File: src/rtl/alu_arb_pkg.sv
// Shared constants and types for the ALU arbiter: opcodes, data widths, FSM encoding.
package alu_arb_pkg;

    localparam int unsigned DATA_W = 8;
    localparam int unsigned RES_W  = 16;
    localparam int unsigned SEL_W  = 4;

    localparam logic [SEL_W-1:0] OP_ADD = 4'b0000;
    localparam logic [SEL_W-1:0] OP_SUB = 4'b0001;
    localparam logic [SEL_W-1:0] OP_MUL = 4'b0010;
    localparam logic [SEL_W-1:0] OP_DIV = 4'b0011;
    localparam logic [SEL_W-1:0] OP_SHL = 4'b0100;
    localparam logic [SEL_W-1:0] OP_SHR = 4'b0101;
    localparam logic [SEL_W-1:0] OP_AND = 4'b1000;
    localparam logic [SEL_W-1:0] OP_OR  = 4'b1001;
    localparam logic [SEL_W-1:0] OP_XOR = 4'b1010;
    localparam logic [SEL_W-1:0] OP_GT  = 4'b1110;
    localparam logic [SEL_W-1:0] OP_EQ  = 4'b1111;

    typedef enum logic [1:0] {
        StIdle = 2'd0,
        StExec = 2'd1,
        StResp = 2'd2
    } alu_arb_state_e;

endpackage

File: src/rtl/alu_arbiter_if.sv
// Request and response channels between command sources and the ALU arbiter.
interface alu_arbiter_if #(
    parameter int unsigned NUM_REQ = 4,
    parameter int unsigned ID_W    = 3
) ();
    import alu_arb_pkg::*;

    logic [NUM_REQ-1:0]        req_valid;
    logic [NUM_REQ-1:0]        req_ready;
    logic [DATA_W*NUM_REQ-1:0] req_a;
    logic [DATA_W*NUM_REQ-1:0] req_b;
    logic [SEL_W*NUM_REQ-1:0]  req_sel;

    logic                      rsp_valid;
    logic                      rsp_ready;
    logic [ID_W-1:0]           rsp_id;
    logic [RES_W-1:0]          rsp_result;
    logic [DATA_W-1:0]         rsp_quotient;
    logic [DATA_W-1:0]         rsp_remainder;
    logic                      rsp_carry;
    logic                      rsp_err;

    modport master (
        output req_valid, req_a, req_b, req_sel, rsp_ready,
        input  req_ready, rsp_valid, rsp_id, rsp_result, rsp_quotient, rsp_remainder,
               rsp_carry, rsp_err
    );

    modport slave (
        input  req_valid, req_a, req_b, req_sel, rsp_ready,
        output req_ready, rsp_valid, rsp_id, rsp_result, rsp_quotient, rsp_remainder,
               rsp_carry, rsp_err
    );

endinterface

File: src/rtl/alu_rr_arbiter.sv
// Combinational requester picker: round-robin from ptr, or lowest-index-wins when
// ALU_ARB_FIXED_PRI_EN is defined. Produces a one-hot grant and its binary index.
module alu_rr_arbiter #(
    parameter int unsigned NUM_REQ = 4,
    parameter int unsigned ID_W    = 3
) (
    input  logic [NUM_REQ-1:0] req_valid,
    input  logic [ID_W-1:0]    ptr,
    output logic [NUM_REQ-1:0] gnt,
    output logic [ID_W-1:0]    gnt_idx
);

    int unsigned base;
    int unsigned cand;
    logic        found;

`ifdef ALU_ARB_FIXED_PRI_EN
    logic unused_ptr;
    assign unused_ptr = ^ptr;
    assign base = 0;
`else
    assign base = 32'(ptr);
`endif

    // Scan from base upward with wrap; the first valid requester wins.
    always_comb begin
        gnt     = '0;
        gnt_idx = '0;
        found   = 1'b0;
        cand    = 0;
        for (int unsigned off = 0; off < NUM_REQ; off++) begin
            cand = (base + off) % NUM_REQ;
            if (!found && req_valid[cand]) begin
                found     = 1'b1;
                gnt[cand] = 1'b1;
                gnt_idx   = cand[ID_W-1:0];
            end
        end
    end

endmodule

File: src/rtl/alu_arbiter.sv
// Shares one combinational ALU between NUM_REQ requesters: arbitrate, issue, capture, respond.
// Define ALU_ARB_FIXED_PRI_EN for fixed lowest-index priority instead of round-robin.
module alu_arbiter
    import alu_arb_pkg::*;
#(
    parameter int unsigned NUM_REQ = 4,
    parameter int unsigned ID_W    = 3
) (
    input  logic               clk,
    input  logic               rst_n,
    alu_arbiter_if.slave       bus,
    output logic [DATA_W-1:0]  alu_a,
    output logic [DATA_W-1:0]  alu_b,
    output logic [SEL_W-1:0]   alu_sel,
    input  logic [RES_W-1:0]   alu_result,
    input  logic [DATA_W-1:0]  alu_quotient,
    input  logic [DATA_W-1:0]  alu_remainder,
    input  logic               alu_carry,
    input  logic               alu_div0,
    output logic               busy
);

    alu_arb_state_e state_q, state_d;

    logic [NUM_REQ-1:0] gnt;
    logic [ID_W-1:0]    gnt_idx;
    logic [ID_W-1:0]    ptr;
    logic               accept;
    logic               capture;

    logic [DATA_W-1:0]  win_a, win_b;
    logic [SEL_W-1:0]   win_sel;

    logic [DATA_W-1:0]  alu_a_q, alu_b_q;
    logic [SEL_W-1:0]   alu_sel_q;
    logic [ID_W-1:0]    rsp_id_q;
    logic [RES_W-1:0]   rsp_result_q;
    logic [DATA_W-1:0]  rsp_quotient_q, rsp_remainder_q;
    logic               rsp_carry_q, rsp_err_q;

    alu_rr_arbiter #(
        .NUM_REQ (NUM_REQ),
        .ID_W    (ID_W)
    ) u_arb (
        .req_valid (bus.req_valid),
        .ptr       (ptr),
        .gnt       (gnt),
        .gnt_idx   (gnt_idx)
    );

`ifdef ALU_ARB_FIXED_PRI_EN
    assign ptr = '0;
`else
    logic [ID_W-1:0] ptr_q, ptr_d;

    always_comb begin
        ptr_d = ptr_q;
        if (accept) begin
            ptr_d = (32'(gnt_idx) == NUM_REQ - 1) ? '0 : gnt_idx + 1'b1;
        end
    end

    always_ff @(posedge clk or negedge rst_n) begin
        if (!rst_n) begin
            ptr_q <= '0;
        end else begin
            ptr_q <= ptr_d;
        end
    end

    assign ptr = ptr_q;
`endif

    always_comb begin
        state_d = state_q;
        accept  = 1'b0;
        capture = 1'b0;
        unique case (state_q)
            StIdle: begin
                if (|bus.req_valid) begin
                    accept  = 1'b1;
                    state_d = StExec;
                end
            end
            StExec: begin
                capture = 1'b1;
                state_d = StResp;
            end
            StResp: begin
                if (bus.rsp_ready) begin
                    state_d = StIdle;
                end
            end
            default: state_d = StIdle;
        endcase
    end

    always_ff @(posedge clk or negedge rst_n) begin
        if (!rst_n) begin
            state_q <= StIdle;
        end else begin
            state_q <= state_d;
        end
    end

    always_comb begin
        win_a   = bus.req_a[32'(gnt_idx) * DATA_W +: DATA_W];
        win_b   = bus.req_b[32'(gnt_idx) * DATA_W +: DATA_W];
        win_sel = bus.req_sel[32'(gnt_idx) * SEL_W +: SEL_W];
    end

    // Operand registers are only loaded on accept, so they keep the last issued values.
    always_ff @(posedge clk or negedge rst_n) begin
        if (!rst_n) begin
            alu_a_q         <= '0;
            alu_b_q         <= '0;
            alu_sel_q       <= '0;
            rsp_id_q        <= '0;
            rsp_result_q    <= '0;
            rsp_quotient_q  <= '0;
            rsp_remainder_q <= '0;
            rsp_carry_q     <= 1'b0;
            rsp_err_q       <= 1'b0;
        end else begin
            if (accept) begin
                alu_a_q   <= win_a;
                alu_b_q   <= win_b;
                alu_sel_q <= win_sel;
                rsp_id_q  <= gnt_idx;
            end
            if (capture) begin
                rsp_result_q    <= alu_result;
                rsp_quotient_q  <= alu_quotient;
                rsp_remainder_q <= alu_remainder;
                rsp_carry_q     <= alu_carry;
                rsp_err_q       <= alu_div0 && (alu_sel_q == OP_DIV);
            end
        end
    end

    // Gate with rst_n so no grant leaks out while reset holds the FSM in idle.
    assign bus.req_ready     = (state_q == StIdle && rst_n) ? gnt : '0;
    assign bus.rsp_valid     = (state_q == StResp);
    assign bus.rsp_id        = rsp_id_q;
    assign bus.rsp_result    = rsp_result_q;
    assign bus.rsp_quotient  = rsp_quotient_q;
    assign bus.rsp_remainder = rsp_remainder_q;
    assign bus.rsp_carry     = rsp_carry_q;
    assign bus.rsp_err       = rsp_err_q;

    assign alu_a   = alu_a_q;
    assign alu_b   = alu_b_q;
    assign alu_sel = alu_sel_q;
    assign busy    = (state_q != StIdle);

    a_grant_onehot: assert property (@(posedge clk) disable iff (!rst_n)
        $onehot0(bus.req_ready));

    a_rsp_stable: assert property (@(posedge clk) disable iff (!rst_n)
        bus.rsp_valid && !bus.rsp_ready |=> bus.rsp_valid &&
        $stable({bus.rsp_id, bus.rsp_result, bus.rsp_quotient, bus.rsp_remainder,
                 bus.rsp_carry, bus.rsp_err}));

endmodule

File: src/flat_wrapper.sv
// flat-port wrapper written by rule: the top's interface ports become plain ports
module alu_arbiter_flat import alu_arb_pkg::*;
#(
    parameter int unsigned NUM_REQ = 4,
    parameter int unsigned ID_W    = 3
)
  (clk, rst_n, alu_a, alu_b, alu_sel, alu_result, alu_quotient, alu_remainder, alu_carry, alu_div0, busy, bus_req_valid, bus_req_a, bus_req_b, bus_req_sel, bus_rsp_ready, bus_req_ready, bus_rsp_valid, bus_rsp_id, bus_rsp_result, bus_rsp_quotient, bus_rsp_remainder, bus_rsp_carry, bus_rsp_err);
  alu_arbiter_if #(.NUM_REQ(NUM_REQ), .ID_W(ID_W)) bus_i ();
  input  logic clk;
  input  logic rst_n;
  output logic [DATA_W-1:0] alu_a;
  output logic [DATA_W-1:0] alu_b;
  output logic [SEL_W-1:0] alu_sel;
  input  logic [RES_W-1:0] alu_result;
  input  logic [DATA_W-1:0] alu_quotient;
  input  logic [DATA_W-1:0] alu_remainder;
  input  logic alu_carry;
  input  logic alu_div0;
  output logic busy;
  input wire logic [$bits(bus_i.req_valid)-1:0] bus_req_valid;
  input wire logic [$bits(bus_i.req_a)-1:0] bus_req_a;
  input wire logic [$bits(bus_i.req_b)-1:0] bus_req_b;
  input wire logic [$bits(bus_i.req_sel)-1:0] bus_req_sel;
  input wire logic [$bits(bus_i.rsp_ready)-1:0] bus_rsp_ready;
  output wire logic [$bits(bus_i.req_ready)-1:0] bus_req_ready;
  output wire logic [$bits(bus_i.rsp_valid)-1:0] bus_rsp_valid;
  output wire logic [$bits(bus_i.rsp_id)-1:0] bus_rsp_id;
  output wire logic [$bits(bus_i.rsp_result)-1:0] bus_rsp_result;
  output wire logic [$bits(bus_i.rsp_quotient)-1:0] bus_rsp_quotient;
  output wire logic [$bits(bus_i.rsp_remainder)-1:0] bus_rsp_remainder;
  output wire logic [$bits(bus_i.rsp_carry)-1:0] bus_rsp_carry;
  output wire logic [$bits(bus_i.rsp_err)-1:0] bus_rsp_err;
  assign bus_i.req_valid = bus_req_valid;
  assign bus_i.req_a = bus_req_a;
  assign bus_i.req_b = bus_req_b;
  assign bus_i.req_sel = bus_req_sel;
  assign bus_i.rsp_ready = bus_rsp_ready;
  assign bus_req_ready = bus_i.req_ready;
  assign bus_rsp_valid = bus_i.rsp_valid;
  assign bus_rsp_id = bus_i.rsp_id;
  assign bus_rsp_result = bus_i.rsp_result;
  assign bus_rsp_quotient = bus_i.rsp_quotient;
  assign bus_rsp_remainder = bus_i.rsp_remainder;
  assign bus_rsp_carry = bus_i.rsp_carry;
  assign bus_rsp_err = bus_i.rsp_err;
  alu_arbiter #(.NUM_REQ(NUM_REQ), .ID_W(ID_W)) u_core (.clk(clk), .rst_n(rst_n), .bus(bus_i), .alu_a(alu_a), .alu_b(alu_b), .alu_sel(alu_sel), .alu_result(alu_result), .alu_quotient(alu_quotient), .alu_remainder(alu_remainder), .alu_carry(alu_carry), .alu_div0(alu_div0), .busy(busy));
endmodule
File: config.mk
export PLATFORM = sky130hd
export DESIGN_NAME = alu_arbiter_flat
export DESIGN_NICKNAME = d
export VERILOG_FILES = /design/src/rtl/alu_arb_pkg.sv /design/src/rtl/alu_arbiter_if.sv /design/src/rtl/alu_rr_arbiter.sv /design/src/rtl/alu_arbiter.sv /design/src/flat_wrapper.sv
export SDC_FILE = /design/constraint.sdc
export NUM_CORES = 1
export LEC_CHECK = 0
export ABC_AREA = 0
export CORE_UTILIZATION = 40
export CTS_CLUSTER_SIZE = 12
export DETAILED_ROUTE_END_ITERATION = 16
export HOLD_SLACK_MARGIN = 0.02
export PLACE_DENSITY = 0.85
export REMOVE_ABC_BUFFERS = 1
export SYNTH_ARGS = -nofsm -noshare
export SYNTH_HDL_FRONTEND = slang
export SYNTH_SLANG_ARGS = --single-unit
File: constraint.sdc
create_clock -name clk -period 3.1 [get_ports clk]
set_input_delay 0.465 -clock clk [delete_from_list [all_inputs] [get_ports clk]]
set_output_delay 0.465 -clock clk [all_outputs]
set_load 0.005 [all_outputs]
==> summary.md, run 1 <==
| Metric | Value |
|---|---|
| Initial antenna violation count | `0` |
| Crit path capture type | `output port` |
| WS Path Type | `in -> out` |
| Setup TNS Final | `0 ps` |
| # setup viols final | `0` |
| Later-pin clock latency in the skew report | `330 ps` |
| Actual slew at the worst max-slew pin | `776 ps` |
| H-tree lvl count | `3` |
| Sequential share of power | `24.6%` |
| DRT iter0 DRCs | `113` |
| Cell Area, Placed | `5340 um2` |
| CTS hold repair buffers | `0` |
| Yosys cell types | `34` |
| Hold slack | `334 ps` |
| Final wirelength | `9910 um` |
| Clock Skew | `12.1 ps` |
| MaxCap Viol Count | `0` |
| CTS clk-pin slew, worst paths | `80 ps` |
| CP Max Fanout | `5` |
| Syn Area/Cell | `10.8 um2` |
| P_sw | `2080 uW` |
| Post-synth top area share | `44.2%` |
| Internal power | `3610 uW` |
| Post-route setup slack | `226 ps` |
| I/O pins | `184` |
| Num CTS Buffers | `9` |
| FFs w/ async S/R, synth | `100%` |
| Clock Tree Root | `clkbuf_8` |
| Clk sinks | `60` |
| PortBufs | `182` |
| Routed len/inst | `16.1 um` |
| Design Area, Final | `5690 um2` |
| FF+latch count, synth | `60` |
| GP Congestion | `0.854` |
| Vias | `3293` |
| Global-route wire length before repair | `15400 um` |
| Clk network pwr share | `13.8%` |
| Power Density | `1000 nW/um2` |
| Cells after Synth | `315` |
| Cell total after placement | `591` |
| DIE HEIGHT | `94.2 um` |
| GRT Total Usage | `22.8%` |
| Pre-CTS setup slack | `-138 ps` |
| HPWL Detailed | `7520 um` |
| Main synth FF type | `dfrtp_1` |
| CTS tree | `built` |
| N_diodes | `0` |
| Die area | `8870 um2` |
| # rows | `33` |
| Critical path required time | `2630 ps` |
| Post-Layout Cell Count | `615` |
| Clk buf depth | `2` |
| Fin crit share | `92.7%` |
| Ratio of cells with drive above 1 in the final layout | `19.0%` |
| Worst Setup Start Kind | `input port` |
| FMAX | `0.348 GHz` |
| Number of synthesis warnings | `0` |
| Comb pwr share | `61.5%` |
| RSZ-0062 raised after global routing | `false` |
| Net Sw Frac | `36.5%` |
| Status | `complete, no violations` |
| Worst r2r path cells | `9` |
| Chip width | `94.2 um` |
| VDD IR max | `0.387 mV` |
| Leakage | `0.00246 uW` |
| Post-synth EDFFs | `0` |
| Gr ovfl total | `0` |
| Pre-Repair DR Iteration Count | `4` |
| Min Tclk post-route | `2870 ps` |
| DRC | `0` |
| Mapped Area | `3400 um2` |
| Register area share after synthesis | `44.2%` |
| Initial Util | `41.3%` |
| Crit path DAT | `2410 ps` |
| Top cells by area, synth | `dfrtp_1 44%, mux2_2 12%, a211oi_1 9.1%, and3_1 7.4%, o31ai_1 4.6%` |
| Area leader, netlist | `dfrtp_1` |
| Core Area | `8220 um2` |
| Area Overhead vs Synth | `67.6%` |
| Final net count | `634` |
| Final hold violations | `0` |
| Final slew viol count | `0` |
| Worst slew margin | `48.1%` |
| Hold crit path type | `in -> async` |
| Post-DRT Antenna Nets | `0` |
| Pin count of the biggest net entering global routing | `61` |
| Via density | `5.35` |
| Vias in the first global route | `3203` |
-- through the flow --
step,total power (uW),utilization (%)
after floorplan,3160,-
after CTS,5610,68.0
after global routing,6130,69.3
after detailed placement,4780,65.0
after global placement,4640,65.0
final,5690,69.3
-- path summary, 6_finish.rpt --
path                       slack [ps]                                     to                   startpoint
max in group asynchronous        2290  u_core.bus.rsp_result[12]$_DFFE_PN0N_                        rst_n
min reg2reg                       480            u_core.alu_a[4]$_DFFE_PN0P_  u_core.alu_a[4]$_DFFE_PN0P_
max                               230                       bus_req_ready[1]             bus_req_valid[1]
min                               330   u_core.bus.rsp_result[9]$_DFFE_PN0N_                        rst_n
min in group clk                  480            u_core.alu_a[4]$_DFFE_PN0P_  u_core.alu_a[4]$_DFFE_PN0P_
max reg2reg                       430            u_core.alu_b[3]$_DFFE_PN0P_    u_core.ptr[1]$_DFFE_PN0P_
-- power groups by stage --
stage	combinational, uW	clock (uW)	sequential [uW]
after floorplan	1700	0	1460
after global placement	3250	0	1390
after detailed placement	3360	0	1420
after CTS	3410	799	1410
after global routing	3830	847	1450
final	3500	786	1400
-- cells in the mapped netlist, types with 2 or more instances --
| library cell | instances |
|---|---|
| buf_4 | 4 |
| buf_2 | 2 |
| a221oi_1 | 4 |
| a22oi_1 | 4 |
| nand2b_1 | 2 |
| inv_1 | 7 |
| nor2_1 | 11 |
| mux2_2 | 36 |
| a211oi_1 | 41 |
| ha_1 | 8 |
| and3_1 | 40 |
| a21oi_1 | 3 |
| o21ai_0 | 7 |
| clkbuf_1 | 15 |
| a31oi_1 | 2 |
| dfrtp_1 | 60 |
| nand2_1 | 25 |
| buf_6 | 5 |
| mux4_2 | 4 |
| o31ai_1 | 21 |
-- cell type report --
cell class | instances | area (um2)
clock buffer | 10 | 138
clock inverter | 6 | 87.6
fill | 602 | 2520
inverter | 8 | 37.5
multi-input combinational | 218 | 1740
sequential | 60 | 1500
tap | 105 | 131
timing repair buffer | 208 | 2050
-- registers in the layout, summed over array words and instances (netlist names) --
signal and cells:
u_core.bus.rsp_result 16, u_core.alu_a 8, u_core.alu_b 8, u_core.bus.rsp_quotient 8
u_core.bus.rsp_remainder 8, u_core.alu_sel 4, u_core.bus.rsp_id 2, u_core.ptr 2
u_core.state_q 2, u_core.bus.rsp_carry 1, u_core.bus.rsp_err 1
-- timing repair --
action / CTS / global route
resized for setup: 7 / 12
setup endpoints to repair: 26 / 26
pin swaps: 1 / 6
setup buffers: 0 / 8
-- metal layers --
layer  GRT usage (%)  up-vias  wire length [um]
li1                -     1567                 -
met1            25.0     1544              3850
met2            41.2      162              5010
met3            7.36       20               820
met4            7.18        0               229
met5               0        -                 0
-- kinds of logic (layout without fill, tap and decap cells) --
logic type,Yosys count,count (layout),synth area share [%]
compound gates,85,85,18.4
simple gates,83,83,13.1
flops,60,60,44.2
mux,41,41,14.9
buf+inv,37,232,6.30
fa+ha+maj,8,8,2.95
other cells,1,1,0.110
-- placed cells by master, fill, tap and decap left out, types with 7 or more instances in the layout --
cell type / instances
and3_1: 40
o31ai_1: 21
mux2_2: 36
clkbuf_8: 10
ha_1: 7
dfrtp_1: 60
buf_4: 23
nand2_1: 25
clkdlybuf4s50_1: 174
nor2_1: 11
a211oi_1: 41
-- critical path: stages --
cell	delay [ps]
clkdlybuf4s50_1	470
mux4_2	580
buf_4	190
a22oi_2	170
nor2_1	80
a221oi_1	240
nor2_1	70
dlymetal6s2s_1	150
No activity file was read; power rests on OpenSTA's default activity.
==> inputs of run 2 (changes only) <==
Settings changed: CAP_MARGIN set to 20, CTS_BUF_LIST set to sky130_fd_sc_hd__clkbuf_16.
==> summary.md, run 2 (same netlist as run 1, synthesis figures left out) <==
| Metric | Value |
|---|---|
| Status | `complete, no violations (unchanged)` |
| Final net count | `635 (was 634)` |
| GP Congestion | `0.854 (unchanged)` |
| Actual slew at the worst max-slew pin | `734 ps (was 776 ps)` |
| Worst Setup SP | `u_core.ptr[0]$_DFFE_PN0P_ (was bus_req_valid[1])` |
| Post-route setup slack | `110 ps (was 226 ps)` |
| Final hold violations | `0 (unchanged)` |
| Final slew viol count | `0 (unchanged)` |
| Clock Tree Root | `clkbuf_16 (was clkbuf_8)` |
| Post-DRT Antenna Nets | `0 (unchanged)` |
| CP Max Fanout | `8 (was 5)` |
| Clk buf depth | `2 (unchanged)` |
| CTS clk-pin slew, worst paths | `50 ps (was 80 ps)` |
| Crit path DAT | `2530 ps (was 2410 ps)` |
| Overall power | `5950 uW (was 5690 uW)` |
| Worst Setup Start Kind | `flop (was input port)` |
| CP most frequent cell | `nor2_1 (unchanged)` |
| WS Path Type | `reg -> out (was in -> out)` |
| Initial Util | `41.3% (unchanged)` |
| Min Tclk post-route | `2990 ps (was 2870 ps)` |
| GRT Total Usage | `22.8% (about the same)` |
| Initial antenna violation count | `0 (unchanged)` |
| DIE HEIGHT | `94.2 um (unchanged)` |
| Hold crit path type | `in -> async (unchanged)` |
| Clock Skew | `6.55 ps (was 12.1 ps)` |
| CTS hold repair buffers | `0 (unchanged)` |
| PortBufs | `182 (unchanged)` |
| # setup viols final | `0 (unchanged)` |
| Area Overhead vs Synth | `70.3% (was 67.6%)` |
| Crit-path max cell delay | `610 ps (was 580 ps)` |
| Power Density | `1030 nW/um2 (was 1000 nW/um2)` |
| Critical path required time | `2630 ps (about the same)` |
| CTS tree | `built (unchanged)` |
| Global-route wire length before repair | `15400 um (about the same)` |
| Crit path cell chain | `buf_6, mux4_2, nor2b_4, a22oi_1, nor2_1, a221oi_1, nor2_1, clkdlybuf4s50_1 (was clkdlybuf4s50_1, mux4_2, buf_4, a22oi_2, nor2_1, a221oi_1, nor2_1, dlymetal6s2s_1)` |
| Slowest cell on crit path | `mux4_2 (unchanged)` |
| Routed len/inst | `16.1 um (about the same)` |
| DRT iter0 DRCs | `93 (was 113)` |
| Critical R2R Launch | `u_core.ptr[1]$_DFFE_PN0P_ (unchanged)` |
| Num CTS Buffers | `9 (unchanged)` |
| Worst r2r path cells | `13 (was 9)` |
| Final wirelength | `9940 um (was 9910 um)` |
| Pre-Repair DR Iteration Count | `4 (unchanged)` |
| Pin count of the biggest net entering global routing | `61 (unchanged)` |
| Ratio of cells with drive above 1 in the final layout | `18.8% (was 19.0%)` |
| MaxCap Viol Count | `0 (unchanged)` |
| Die area | `8870 um2 (unchanged)` |
| DRC | `0 (unchanged)` |
| I/O pins | `184 (unchanged)` |
| Setup TNS Final | `0 ps (unchanged)` |
| Post-Layout Cell Count | `616 (was 615)` |
| Clk sinks | `60 (unchanged)` |
| Max FFs per register | `16 (unchanged)` |
| Vias | `3317 (was 3293)` |
| Pre-CTS setup slack | `-138 ps (unchanged)` |
| Vias in the first global route | `3224 (was 3203)` |
| Later-pin clock latency in the skew report | `320 ps (was 330 ps)` |
| Leakage | `0.00250 uW (was 0.00246 uW)` |
| Fin crit share | `96.5% (was 92.7%)` |
| Worst slew margin | `51.0% (was 48.1%)` |
| # rows | `33 (unchanged)` |
| H-tree lvl count | `3 (unchanged)` |
| FMAX | `0.334 GHz (was 0.348 GHz)` |
| VDD IR max | `0.474 mV (was 0.387 mV)` |
| Cell total after placement | `591 (unchanged)` |
| Most common cell after layout, fill and taps aside | `clkdlybuf4s50_1 (unchanged)` |
| Chip width | `94.2 um (unchanged)` |
| Gr ovfl total | `0 (unchanged)` |
| Leading cell types in the layout, fill and taps excluded | `174 x clkdlybuf4s50_1, 60 x dfrtp_1, 41 x a211oi_1, 40 x and3_1, 36 x mux2_2 (unchanged)` |
| Via density | `5.38 (was 5.35)` |
| Final core occ | `70.4% (was 69.3%)` |
| Crit path capture type | `output port (unchanged)` |
| N_diodes | `0 (unchanged)` |
| HPWL Detailed | `7520 um (unchanged)` |
| Core Area | `8220 um2 (unchanged)` |
run 2: final cells by class:
| class | count | area, um2 |
|---|---|---|
| Fill cell | 591 | 2430 |
| Timing Repair Buffer | 209 | 2070 |
| Multi-Input combinational cell | 218 | 1730 |
| Sequential cell | 60 | 1500 |
| Clock buffer | 9 | 225 |
| Tap cell | 105 | 131 |
| Clock inverter | 7 | 91.3 |
| Inverter | 8 | 37.5 |
run 2: routing by layer:
| metal | wire length [um] | GRT usage (%) |
|---|---|---|
| met1 | 3830 | 25.0 |
| met2 | 5090 | 41.4 |
| met3 | 823 | 6.63 |
| met4 | 194 | 7.95 |
| met5 | 0 | 0 |
run 2: critical path: cells and delay by family, from the launching register on:
| family | cells | cell delay, ps |
|---|---|---|
| buf+inv | 2 | 670 |
| mux | 1 | 610 |
| flops | 1 | 400 |
| simple gates | 3 | 390 |
| compound gates | 2 | 140 |
run 2: stage by stage:
stage / hold slack (ps) / instance area (um2)
floorplan: 169 / 3220
global placement: 461 / 5340
detailed placement: 467 / 5340
CTS: 384 / 5680
global route: 420 / 5780
finish: 354 / 5780
run 2: what timing repair did:
action                                  in CTS  in global routing
endpoints found under the setup margin      26                  4
buffers inserted                             0                  8
pin swaps                                    1                  5
gates resized for setup                      7                 10
run 2: path summary, 6_finish.rpt:
| path | slack [ps] | endpoint |
|---|---|---|
| max in group asynchronous | 2270 | u_core.bus.rsp_remainder[0]$_DFFE_PN0N_ |
| min in group clk | 470 | u_core.alu_b[1]$_DFFE_PN0P_ |
| hold / removal | 350 | u_core.bus.rsp_result[9]$_DFFE_PN0N_ |
| hold reg to reg | 470 | u_core.alu_b[1]$_DFFE_PN0P_ |
| setup / recovery | 110 | bus_req_ready[0] |
| setup reg to reg | 410 | u_core.ptr[1]$_DFFE_PN0P_ |
run 2: power breakdown:
part	internal, uW	total (uW)	switching [uW]	leakage, uW
combinational	1960	3500	1550	0.00164
clock	698	1040	339	0.000145
sequential	1200	1410	209	0.000717
==> inputs of run 3 (changes only) <==
Settings changed: ABC_CLOCK_PERIOD_IN_PS set to 3100.
==> results of run 3 <==
The final DEF is identical to that of run 2; final timing and power are the same.
